$ cat src/rtl/scan_bus_router.sv
// Scan-side request router: one read/write at a time, steered to a lane of the
// packed SRAM, one of NUM_REGS control registers, or the status word.

module scan_bus_router_lane #(
  parameter int DATA_W = 32
) (
  input  logic              acc_hit,
  input  logic              rd_hit,
  input  logic [DATA_W-1:0] wdata,
  input  logic [DATA_W-1:0] rdata,
  output logic [DATA_W-1:0] lane_wdata,
  output logic [DATA_W-1:0] lane_bweb,
  output logic [DATA_W-1:0] lane_rdata
);
  assign lane_wdata = acc_hit ? wdata : '0;
  assign lane_bweb  = acc_hit ? '0 : '1;
  assign lane_rdata = rd_hit ? rdata : '0;
endmodule

module scan_bus_router #(
  parameter int          ADDR_W    = 11,
  parameter int          DATA_W    = 32,
  parameter int          SRAM_W    = 128,
  parameter int          SRAM_AW   = 8,
  parameter int          NUM_REGS  = 4,
  parameter int          REG_IDX_W = 3,
  parameter int          TIMEOUT   = 16,
  parameter logic [31:0] ERR_DATA  = 32'hDEADBEEF
) (
  input  logic                       clk,
  input  logic                       rst_n,
  input  logic                       scan_ren,
  input  logic                       scan_wen,
  input  logic [ADDR_W-1:0]          scan_addr,
  input  logic [DATA_W-1:0]          scan_wdata,
  output logic [DATA_W-1:0]          scan_rdata,
  output logic                       scan_ready,
  output logic                       scan_err,
  output logic                       scan_busy,
  output logic                       sram_ren,
  output logic                       sram_wen,
  output logic [SRAM_AW-1:0]         sram_addr,
  output logic [SRAM_W-1:0]          sram_wdata,
  output logic [SRAM_W-1:0]          sram_bweb,
  input  logic [SRAM_W-1:0]          sram_rdata,
  input  logic                       sram_ready,
  output logic [NUM_REGS-1:0]        reg_ren,
  output logic [NUM_REGS-1:0]        reg_wen,
  output logic [DATA_W-1:0]          reg_wdata,
  input  logic [NUM_REGS*DATA_W-1:0] reg_rdata,
  input  logic [NUM_REGS-1:0]        reg_ready,
  input  logic [DATA_W-1:0]          status
);
  localparam int LANES  = SRAM_W / DATA_W;
  localparam int LANE_W = (LANES > 1) ? $clog2(LANES) : 1;
  localparam int TW     = $clog2(TIMEOUT);
  localparam logic [REG_IDX_W-1:0] STAT_IDX = REG_IDX_W'(NUM_REGS);
  localparam logic [TW-1:0]        TO_LAST  = TW'(TIMEOUT - 1);

  if ((SRAM_W % DATA_W) != 0 || (LANES & (LANES - 1)) != 0 ||
      (SRAM_AW + LANE_W) > (ADDR_W - 1) || NUM_REGS >= (1 << REG_IDX_W) ||
      TIMEOUT < 2) begin : g_param_err
    $error("scan_bus_router: illegal parameter combination");
  end

  typedef enum logic [1:0] {IDLE, ISSUE, WAIT, RESP} state_t;

  state_t                state, state_d;
  logic                  cap_wr, cap_wr_d, cap_sram, cap_sram_d;
  logic [LANE_W-1:0]     cap_lane, cap_lane_d;
  logic [NUM_REGS-1:0]   cap_oh, cap_oh_d;
  logic [TW-1:0]         tcnt, tcnt_d;
  logic                  sram_ren_d, sram_wen_d, ready_d, err_d;
  logic [SRAM_AW-1:0]    sram_addr_d;
  logic [SRAM_W-1:0]     sram_wdata_d, sram_bweb_d;
  logic [NUM_REGS-1:0]   reg_ren_d, reg_wen_d;
  logic [DATA_W-1:0]     reg_wdata_d, rdata_d;

  logic                  acc_msb, acc_both, acc_req, is_sram, is_reg, is_stat;
  logic [LANE_W-1:0]     acc_lane;
  logic [REG_IDX_W-1:0]  acc_idx;
  logic [NUM_REGS-1:0]   acc_oh;
  logic [LANES-1:0]      acc_hit, rd_hit;
  logic [LANES-1:0][DATA_W-1:0] lane_wdata, lane_bweb, lane_rdata;
  logic [DATA_W-1:0]     sram_sel, reg_sel;
  logic                  tgt_ready;

  assign acc_msb  = scan_addr[ADDR_W-1];
  assign acc_both = scan_ren & scan_wen;
  assign acc_req  = scan_ren | scan_wen;
  assign acc_lane = scan_addr[LANE_W-1:0];
  assign acc_idx  = scan_addr[REG_IDX_W-1:0];
  assign is_sram  = !acc_msb && !acc_both;
  assign is_reg   = acc_msb && !acc_both && (acc_idx < STAT_IDX);
  assign is_stat  = acc_msb && scan_ren && !scan_wen && (acc_idx == STAT_IDX);

  always_comb begin
    for (int i = 0; i < NUM_REGS; i++) acc_oh[i] = (acc_idx == REG_IDX_W'(i));
    reg_sel = '0;
    for (int i = 0; i < NUM_REGS; i++)
      if (cap_oh[i]) reg_sel = reg_sel | reg_rdata[i*DATA_W +: DATA_W];
    sram_sel = '0;
    for (int i = 0; i < LANES; i++) sram_sel = sram_sel | lane_rdata[i];
  end

  // Write lanes follow the live address at acceptance; read lanes follow the
  // captured lane so a later address change cannot disturb the return data.
  for (genvar g = 0; g < LANES; g++) begin : g_lane
    assign acc_hit[g] = (acc_lane == LANE_W'(g));
    assign rd_hit[g]  = (cap_lane == LANE_W'(g));
    scan_bus_router_lane #(.DATA_W(DATA_W)) u_lane (
      .acc_hit    (acc_hit[g]),
      .rd_hit     (rd_hit[g]),
      .wdata      (scan_wdata),
      .rdata      (sram_rdata[g*DATA_W +: DATA_W]),
      .lane_wdata (lane_wdata[g]),
      .lane_bweb  (lane_bweb[g]),
      .lane_rdata (lane_rdata[g])
    );
  end

  assign tgt_ready = cap_sram ? sram_ready : |(reg_ready & cap_oh);
  assign scan_busy = (state != IDLE);

  always_comb begin
    state_d      = state;
    cap_wr_d     = cap_wr;
    cap_sram_d   = cap_sram;
    cap_lane_d   = cap_lane;
    cap_oh_d     = cap_oh;
    tcnt_d       = tcnt;
    sram_ren_d   = 1'b0;
    sram_wen_d   = 1'b0;
    reg_ren_d    = '0;
    reg_wen_d    = '0;
    sram_bweb_d  = '1;
    sram_addr_d  = sram_addr;
    sram_wdata_d = sram_wdata;
    reg_wdata_d  = reg_wdata;
    rdata_d      = scan_rdata;
    ready_d      = 1'b0;
    err_d        = 1'b0;
    case (state)
      IDLE: if (acc_req) begin
        cap_wr_d   = scan_wen;
        cap_sram_d = is_sram;
        cap_lane_d = acc_lane;
        cap_oh_d   = acc_oh;
        if (is_sram) begin
          state_d     = ISSUE;
          sram_ren_d  = scan_ren;
          sram_wen_d  = scan_wen;
          sram_addr_d = scan_addr[LANE_W +: SRAM_AW];
          if (scan_wen) begin
            sram_wdata_d = lane_wdata;
            sram_bweb_d  = lane_bweb;
          end
        end else if (is_reg) begin
          state_d   = ISSUE;
          reg_ren_d = scan_ren ? acc_oh : '0;
          reg_wen_d = scan_wen ? acc_oh : '0;
          if (scan_wen) reg_wdata_d = scan_wdata;
        end else begin
          state_d = RESP;
          ready_d = 1'b1;
          rdata_d = is_stat ? status : ERR_DATA;
          err_d   = !is_stat;
        end
      end
      ISSUE: begin
        state_d = WAIT;
        tcnt_d  = '0;
      end
      WAIT: begin
        if (tgt_ready) begin
          state_d = RESP;
          ready_d = 1'b1;
          rdata_d = cap_wr ? '0 : (cap_sram ? sram_sel : reg_sel);
        end else if (tcnt == TO_LAST) begin
          state_d = RESP;
          ready_d = 1'b1;
          err_d   = 1'b1;
          rdata_d = ERR_DATA;
        end else begin
          tcnt_d = tcnt + 1'b1;
        end
      end
      RESP:    state_d = IDLE;
      default: state_d = IDLE;
    endcase
  end

  always_ff @(posedge clk or negedge rst_n) begin
    if (!rst_n) begin
      state      <= IDLE;
      cap_wr     <= 1'b0;
      cap_sram   <= 1'b0;
      cap_lane   <= '0;
      cap_oh     <= '0;
      tcnt       <= '0;
      sram_ren   <= 1'b0;
      sram_wen   <= 1'b0;
      sram_addr  <= '0;
      sram_wdata <= '0;
      sram_bweb  <= '1;
      reg_ren    <= '0;
      reg_wen    <= '0;
      reg_wdata  <= '0;
      scan_rdata <= '0;
      scan_ready <= 1'b0;
      scan_err   <= 1'b0;
    end else begin
      state      <= state_d;
      cap_wr     <= cap_wr_d;
      cap_sram   <= cap_sram_d;
      cap_lane   <= cap_lane_d;
      cap_oh     <= cap_oh_d;
      tcnt       <= tcnt_d;
      sram_ren   <= sram_ren_d;
      sram_wen   <= sram_wen_d;
      sram_addr  <= sram_addr_d;
      sram_wdata <= sram_wdata_d;
      sram_bweb  <= sram_bweb_d;
      reg_ren    <= reg_ren_d;
      reg_wen    <= reg_wen_d;
      reg_wdata  <= reg_wdata_d;
      scan_rdata <= rdata_d;
      scan_ready <= ready_d;
      scan_err   <= err_d;
    end
  end
endmodule

$ cat config.mk
export PLATFORM = sky130hd
export DESIGN_NAME = scan_bus_router
export DESIGN_NICKNAME = d
export VERILOG_FILES = /design/src/rtl/scan_bus_router.sv
export SDC_FILE = /design/constraint.sdc
export NUM_CORES = 1
export LEC_CHECK = 0
export CAP_MARGIN = 5
export CORE_AREA = 8 8 258 260
export CTS_CLUSTER_SIZE = 10
export DETAILED_ROUTE_END_ITERATION = 12
export DIE_AREA = 0 0 266 268
export PLACE_DENSITY = 0.48
export SLEW_MARGIN = 0
export SYNTH_ARGS = -nofsm -noshare
export SYNTH_HDL_FRONTEND = slang
export SYNTH_SLANG_ARGS = --single-unit
$ cat constraint.sdc
create_clock -name clk -period 1.85 [get_ports clk]
set_input_delay 0.37 -clock clk [delete_from_list [all_inputs] [get_ports clk]]
set_output_delay 0.37 -clock clk [all_outputs]
set_load 0.02 [all_outputs]
Word level (Yosys, flattened, before mapping)
Index checks and enable logic that the tools add are counted.
- eq/ne operators: 20
- mux-type cells: 66
- bitwise operators: 10
- $add $sub $neg: 1
- order comparisons: 1
- reductions and logical operators: 25
- operator list (kind ; number):
    two-way mux 32 bit ; 24
    two-way mux 128 bit ; 4
    OR 32 bit ; 6
    case mux 32 bit (2 select lines) ; 1
    two-way mux 4 bit ; 12
    two-way mux 1 bit ; 16
    equality test 2 bit (second input constant) ; 6
    two-way mux 2 bit ; 5
    inequality test 2 bit (second input constant) ; 5
    AND reduction 5 bit ; 2
    case mux 2 bit (4 select lines) ; 1
    case mux 4 bit (2 select lines) ; 1
    equality test 2 x 1 -> 1 bit (second input constant) ; 3
    equality test 3 x 2 -> 1 bit (second input constant) ; 2
    logical AND 1 bit ; 6
    zero test 2 bit ; 3
    AND reduction 3 bit ; 2
    nonzero test 2 bit ; 3
    adder 4 x 1 -> 4 bit (second input constant) ; 1
    AND 4 bit ; 1
    equality test 4 bit (second input constant) ; 1
    zero test 1 bit ; 4
    case mux 1 bit (2 select lines) ; 2
    AND reduction 2 bit ; 2
    10 further kinds ; 10
- logic and storage cells: 140
- register bits after elaboration: 354
- input bits: 340
- output and inout port bits: 341

Depth between registers and ports, before layout
Gate-level depths: netlist of the first run.
- depth after elaboration: 11
- gate-level depth with buffers: 9
- gate-level depth less buffers: 6

Hierarchy
From an unflattened synthesis of the first run, not the netlist that was laid out.
- cells, all modules: 1587
- area total of the unflattened synthesis: 17068.9 um^2
- by module, submodules not included (module ; cells each ; instances ; sequential area each (um^2) ; area each (um^2)):
    scan_bus_router ; 1179 ; 1 ; 9018.6 ; 14401.3
    scan_bus_router_lane ; 102 ; 4 ; 0.0 ; 666.9

Least setup slack after synthesis of the first run
Ideal clock, no wire load.
- path kind: reg-to-reg
- start point: register state[0]
- end point: register reg_wdata[25]
- data required time: 1.725 ns
- clock period less this slack: 2.038 ns
- setup slack: -0.188 ns
- setup time: 0.125 ns
- buffers on the path: 3
- data arrival time: 1.913 ns
- stages on the path, launching flop included: 9
- cells stage by stage: dfrtp_1 -> inv_1 -> ha_1 -> buf_2 -> nand3b_1 -> or3b_2 -> buf_2 -> buf_1 -> mux2_2
- word-level cells in the longest chain between the ends: 2
- RTL lines (item ; line ; text):
    from (decl) ; 68 ; state_t state, state_d;
    from (signal assigned) ; 213 ; state <= state_d;
    zero test 2 bit ; 143 ; case (state)
    AND reduction 5 bit (no line) ; n/a ;
    to (signal assigned) ; 226 ; reg_wdata <= reg_wdata_d;
    to (decl) ; 49 ; output logic [DATA_W-1:0] reg_wdata,
Every way passes these cells.
A chain may end at the register's enable or synchronous reset.

Final worst setup path of the first run
- start point: register state[0]
- end point: register reg_wdata[26]
Same word-level chain as after synthesis.

==> flow_metrics.tcl, run 1 <==
set metrics [dict create \
    synthFlopType "dfrtp_1" \
    io_pins 681 \
    power_mw 32.1 \
    synth_area_mm2 0.0116 \
    setup_ws_ns -0.123 \
    reg2reg_depth 7 \
    cts_tree "yes" \
    crit_required_ns 2.29 \
    p_int_mw 19.1 \
    dr_total_vias 11300 \
    ys_seq_elements 230 \
    syn_inst 1009 \
    first_global_vias 12000 \
    max_freq_mhz 507 \
    firstDrtPassIters 6 \
    fin_setup_tns_ns -13.52 \
    critPathLaunch "state[0]" \
    drt-total-wl_mm 68.5 \
    postLayoutCellArea_mm2 0.0217 \
    relSlewSlack_pct 58.9 \
    drc 0 \
    wire_per_inst_um 26.8 \
    nNetsFinal 2028 \
    synth.distinct_cells 51 \
    clock_latency_ns 0.58 \
    cp-start-kind "flip-flop" \
    grt-ovfl-total 0 \
    r2r-start "state[0]" \
    dp_slack_ns -0.712 \
    rsz0062_at_grt "true" \
    final-setup-viol-count 248 \
    placed_area_mm2 0.0193 \
    synth_nets 1353 \
    p_per_area_mw_per_mm2 1480 \
    clk_pin_slew_ns 0.06 \
    worstPathArrival_ns 2.42 \
    max_cap_viol_count 0 \
    final_antenna_net_count 0 \
    dp_hpwl_mm 50.4 \
    finalCritPeriodShare_pct 107 \
    finalHoldViolations 0 \
    path_class "reg -> reg" \
    worst_ir_drop_vdd_uv 709 \
    end_kind "flip-flop" \
    cts_root_buf "clkbuf_16" \
    gp_congestion 0.947 \
    finalCriticalPeriod_ns 1.97 \
    rrSetupSlack_ns -0.12 \
    antenna_found_initial 25 \
    clkPwrFrac_pct 17.5 \
    leakagePower_nw 9.96 \
    netSwitchingPower_mw 13.0 \
    clockBufferDepth 3 \
    yosysSeqAreaShare_pct 49.6 \
    grt_pass1_wl_mm 90.5 \
    min_path_type "in -> async" \
    areaGrowthSynthToFinish_pct 86.7 \
    via_per_inst 4.40 \
    ys_async_sr_fraction_pct 100 \
    drive_above_1_share_pct 28.4 \
    htreeDepth 1 \
    fp.dieW_um 266 \
    die_h_um 268 \
    tightest_slew_ns 0.616 \
    violations "negative setup slack" \
    avgSynthCellArea_um2 11.5 \
    r2r_end "reg_wdata[26]" \
    grt_max_degree 54 \
    drv_slew 0 \
    start_util_pct 18.6 \
    port_buffers 680 \
    yosys_warnings 0 \
    pwr-share-seq_pct 25.2 \
    cts_buffers 29 \
    worstPathMaxFanout 7 \
    grtUsageTotal_pct 17.0 \
    skew_ns 0.0330 \
    drt_iter0_markers 558 \
    std_cell_rows 92 \
    core_area_mm2 0.0624 \
    clock_sinks 230 \
    dieArea_mm2 0.0713 \
    swShare_pct 40.6 \
    pwr-share-comb_pct 57.3 \
    synth_edf_count 0 \
    status "finished, violations left" \
]
-- logic make-up after synthesis --
kind of cell | count (synthesis) | share of synthesized area (%)
adders and majority gates | 4 | 0.431
DFF | 230 | 49.6
muxes | 116 | 10.7
buffers and inverters | 239 | 12.5
xor gates and xnor gates | 1 | 0.0755
and+or+nand+nor | 90 | 4.14
AOI/OAI and AO/OA | 329 | 22.5
-- placed cells by master (no fill, tap or decap), types with 12 or more instances in the layout --
cell and n:
dfrtp_1 223, o22ai_1 22, nand2_1 23, mux2i_1 66, o32ai_2 16, clkdlybuf4s50_1 338
a22oi_1 57, clkbuf_1 13, a21oi_1 34, buf_16 12, mux2_2 42, a22o_1 128
buf_12 37, clkbuf_16 41, buf_8 37, dlygate4sd2_1 210, o21ai_1 13, inv_1 28
buf_6 31, nor3_4 24, buf_2 46, buf_4 124
-- power by group through the flow --
stage               combinational (mW)  clock (mW)  sequential (mW)
floorplan                         6.12           0             10.0
global placement                  15.6           0             8.16
detailed placement                15.7           0             8.19
CTS                               17.5        5.79             8.12
global route                      19.4        6.01             8.34
finish                            18.4        5.61             8.11
-- sequential cells by signal, indices dropped and copies added, names as in the netlist --
signal	count
sram_wdata	128
reg_wdata	32
scan_rdata	32
sram_addr	8
cap_oh	4
reg_ren	4
reg_wen	4
sram_bweb	4
tcnt	4
cap_lane	2
state	2
cap_sram	1
cap_wr	1
scan_err	1
scan_ready	1
sram_ren	1
sram_wen	1
-- cell usage after synthesis, types with 15 or more instances --
cell type | n | share of area, %
mux2i_1 | 66 | 5.7
o32ai_1 | 15 | 1.1
nor3_1 | 27 | 1.2
inv_1 | 33 | 1.1
o21ai_0 | 29 | 1.3
o22ai_1 | 25 | 1.3
a21oi_1 | 35 | 1.5
buf_2 | 27 | 1.2
a22o_1 | 128 | 9.7
nand2_1 | 23 | 0.74
mux2_2 | 46 | 4.5
a22oi_1 | 57 | 3.7
buf_4 | 127 | 8.2
clkbuf_1 | 41 | 1.3
dfrtp_1 | 226 | 49
-- through the flow --
stage | hold slack [ns] | utilization, % | instances
floorplan | 0.0744 | - | 1009
global placement | 0.362 | 30.9 | 2431
detailed placement | 0.365 | 30.9 | 2431
CTS | 0.364 | 32.9 | 2521
global route | 0.391 | 34.7 | 2558
finish | 0.376 | 34.7 | 2560
-- metal layers --
layer | vias up | track usage, % | part of all wire [%]
met1 | 5606 | 18.6 | 36
li1 | 5028 | - | -
met4 | 10 | 6.05 | 3.2
met3 | 107 | 6.70 | 9.4
met5 | - | 0 | 0.083
met2 | 506 | 29.7 | 51
-- worst max-delay path by stage --
stage,to,slack (ns),depth (start not counted)
6_report,reg_wdata[26],-0.12,7
5_1_grt,sram_wdata[85],-0.19,9
4_1_cts,scan_rdata[30],-0.14,8
3_5_place_dp,scan_rdata[30],-0.71,7
3_3_place_gp,scan_rdata[30],-0.70,7
2_1_floorplan,scan_rdata[20],-0.07,6
-- layout make-up --
class | count | area [um^2]
clock inverter | 6 | 111
inverter | 33 | 126
timing repair buffer | 850 | 8710
clock buffer | 44 | 802
fill | 6356 | 40700
tap | 846 | 1060
antenna | 11 | 27.5
multi-input combinational | 540 | 5060
sequential | 230 | 5770
-- worst max-delay path: stages, from the launching register on --
cell	delay, ns
dfrtp_1	0.38
inv_2	0.08
buf_6	0.10
ha_4	0.15
nand3b_1	0.11
or3b_4	0.51
buf_12	0.20
mux2_4	0.30
-- timing repair --
item,in CTS,in global routing
pin swaps,44,18
cloned,11,17
hold buffers,1,0
resized for setup,900,164
setup buffers,28,11
endpoints found under the setup margin,538,331
endpoints found under the hold margin,38,0
(Power assumes the default switching activity.)
==> inputs of run 2 (changes only) <==
--- a/config.mk
+++ b/config.mk
@@ -11,6 +11,7 @@
 export DETAILED_ROUTE_END_ITERATION = 12
 export DIE_AREA = 0 0 266 268
 export PLACE_DENSITY = 0.48
+export REMOVE_ABC_BUFFERS = 1
 export SLEW_MARGIN = 0
 export SYNTH_ARGS = -nofsm -noshare
 export SYNTH_HDL_FRONTEND = slang
==> run 2 against run 1 <==
The flow still finishes with violations (negative setup slack). Non-clock buffer count up 6. Sequential power is essentially flat. Final cell count is 0.43% higher. Critical path type unchanged. Die area stayed put.
==> flow_metrics.tcl, run 2 (synthesis results as in run 1) <==
set metrics [dict create \
    status "finished, violations left" \
    violations "negative setup slack" \
    mostFrequentLayoutCells "clkdlybuf4s50_1, dfrtp_1, dlygate4sd2_1" \
    swShare_pct 39.9 \
    drt_iter0_markers 455 \
    cp-start-kind "flip-flop" \
    first_global_vias 12500 \
    cts_root_buf "clkbuf_16" \
    drv_slew 0 \
    drc 0 \
    areaGrowthSynthToFinish_pct 89.4 \
    fp.dieW_um 266 \
    finalHoldViolations 0 \
    worstPathMaxFanout 7 \
    die_h_um 268 \
    port_buffers 680 \
    dp_hpwl_mm 47.2 \
    leakagePower_nw 10.2 \
    p_int_mw 19.1 \
    max_cap_viol_count 0 \
    max_freq_mhz 502 \
    n_fill_cell 6299 \
    via_per_inst 4.44 \
    core_area_mm2 0.0624 \
    rsz0062_at_grt "true" \
    dr_total_vias 11400 \
    final-setup-viol-count 197 \
    regMostFlops "sram_wdata" \
    top_regs "sram_wdata (128), reg_wdata (32), scan_rdata (32)" \
    antenna_found_initial 12 \
    finalCritPeriodShare_pct 108 \
    placed_area_mm2 0.0193 \
    clock_sinks 230 \
    start_util_pct 18.6 \
    power_mw 31.8 \
    finalCriticalPeriod_ns 1.99 \
    worstPathArrival_ns 2.51 \
    io_pins 681 \
    end_kind "flip-flop" \
    stdcell_count 2571 \
    grt_pass1_wl_mm 89.3 \
    final_antenna_net_count 0 \
    fin_setup_tns_ns -14.77 \
    htreeDepth 1 \
    worst_ir_drop_vdd_uv 551 \
    p_per_area_mw_per_mm2 1450 \
    crit_required_ns 2.36 \
    std_cell_rows 92 \
    cts_tree "yes" \
    skew_ns 0.0271 \
    grtUsageTotal_pct 16.8 \
    clock_latency_ns 0.59 \
    dieArea_mm2 0.0713 \
    postLayoutCellArea_mm2 0.0220 \
    cts_buffers 31 \
    tightest_slew_ns 0.622 \
    clk_pin_slew_ns 0.06 \
    netSwitchingPower_mw 12.7 \
    clockBufferDepth 3 \
    wire_per_inst_um 25.7 \
    pwr-share-seq_pct 25.4 \
    min_path_type "in -> async" \
    clkPwrFrac_pct 18.7 \
    largest_register_ffs 128 \
    grt_max_degree 55 \
    drive_above_1_share_pct 29.7 \
    relSlewSlack_pct 58.6 \
    grt-ovfl-total 0 \
    final_common_cell "clkdlybuf4s50_1" \
    path_class "reg -> reg" \
    dp_slack_ns -0.674 \
    nNetsFinal 2036 \
    gp_congestion 0.924 \
    firstDrtPassIters 5 \
    pwr-share-comb_pct 55.9 \
    setup_ws_ns -0.144 \
    dpl.cell_count 2435 \
    drt-total-wl_mm 66.1 \
]
[run 2: cell type report]
class / instances / area, um^2 / area share, %
repair buffers: 856 / 9090 / 41.3
flip-flops and latches: 230 / 5770 / 26.2
multi-input cells: 540 / 4910 / 22.3
well taps: 846 / 1060 / 4.81
clock buffers: 47 / 886 / 4.03
inverters: 33 / 134 / 0.609
clock inverters: 9 / 118 / 0.535
diodes: 10 / 25.0 / 0.114
[run 2: what timing repair did]
action	CTS	global route
resized for setup	959	210
hold endpoints to repair	39	0
setup endpoints to repair	475	314
setup buffers	31	22
gates cloned	22	14
pin swaps	52	35
hold buffers	1	0
[run 2: per-stage QoR]
stage | hold slack (ns) | utilization, %
3_3_place_gp | 0.341 | 31.0
3_5_place_dp | 0.339 | 31.0
2_1_floorplan | 0.0744 | -
5_1_grt | 0.317 | 35.2
4_1_cts | 0.296 | 33.7
6_report | 0.301 | 35.2
[run 2: path summary, 6_finish.rpt]
path / slack, ns / end / cells past startpoint / start
hold reg to reg: 0.49 / tcnt[3] / 1 / tcnt[3]
setup / recovery: -0.14 / sram_wdata[42] / 9 / state[0]
setup reg to reg: -0.14 / sram_wdata[42] / 9 / state[0]
min in group clk: 0.41 / sram_addr[2] / 2 / scan_addr[4]
hold / removal: 0.30 / sram_wdata[123] / 2 / rst_n
max in group asynchronous: 0.85 / sram_bweb[126] / 3 / rst_n
[run 2: worst max-delay path, stage by stage, from the launching register on]
cell and delay, ns:
dfrtp_1 0.39, inv_2 0.09, ha_4 0.15, nand3b_1 0.12
or2_4 0.31, buf_12 0.15, nor3b_4 0.23, buf_12 0.18
buf_12 0.14, a22o_1 0.14
[run 2: power by group through the flow]
stage                     Combinational [mW]  Sequential (mW)  Clock (mW)
final                                   17.8             8.08        5.95
after global routing                    18.8             8.31        6.38
after CTS                               17.3             8.09        6.16
after detailed placement                16.0             8.17           0
after global placement                  15.9             8.14           0
after floorplan                         4.97             10.6           0
[run 2: per-layer routing]
metal / vias up / wire length (um) / GRT usage [%] / part of all wire [%]
met5: - / 0 / 0 / 0
met3: 80 / 5340 / 5.22 / 8.1
met4: 0 / 1730 / 5.80 / 2.6
li1: 5049 / - / - / -
met2: 554 / 35500 / 31.0 / 54
met1: 5720 / 23500 / 17.9 / 36
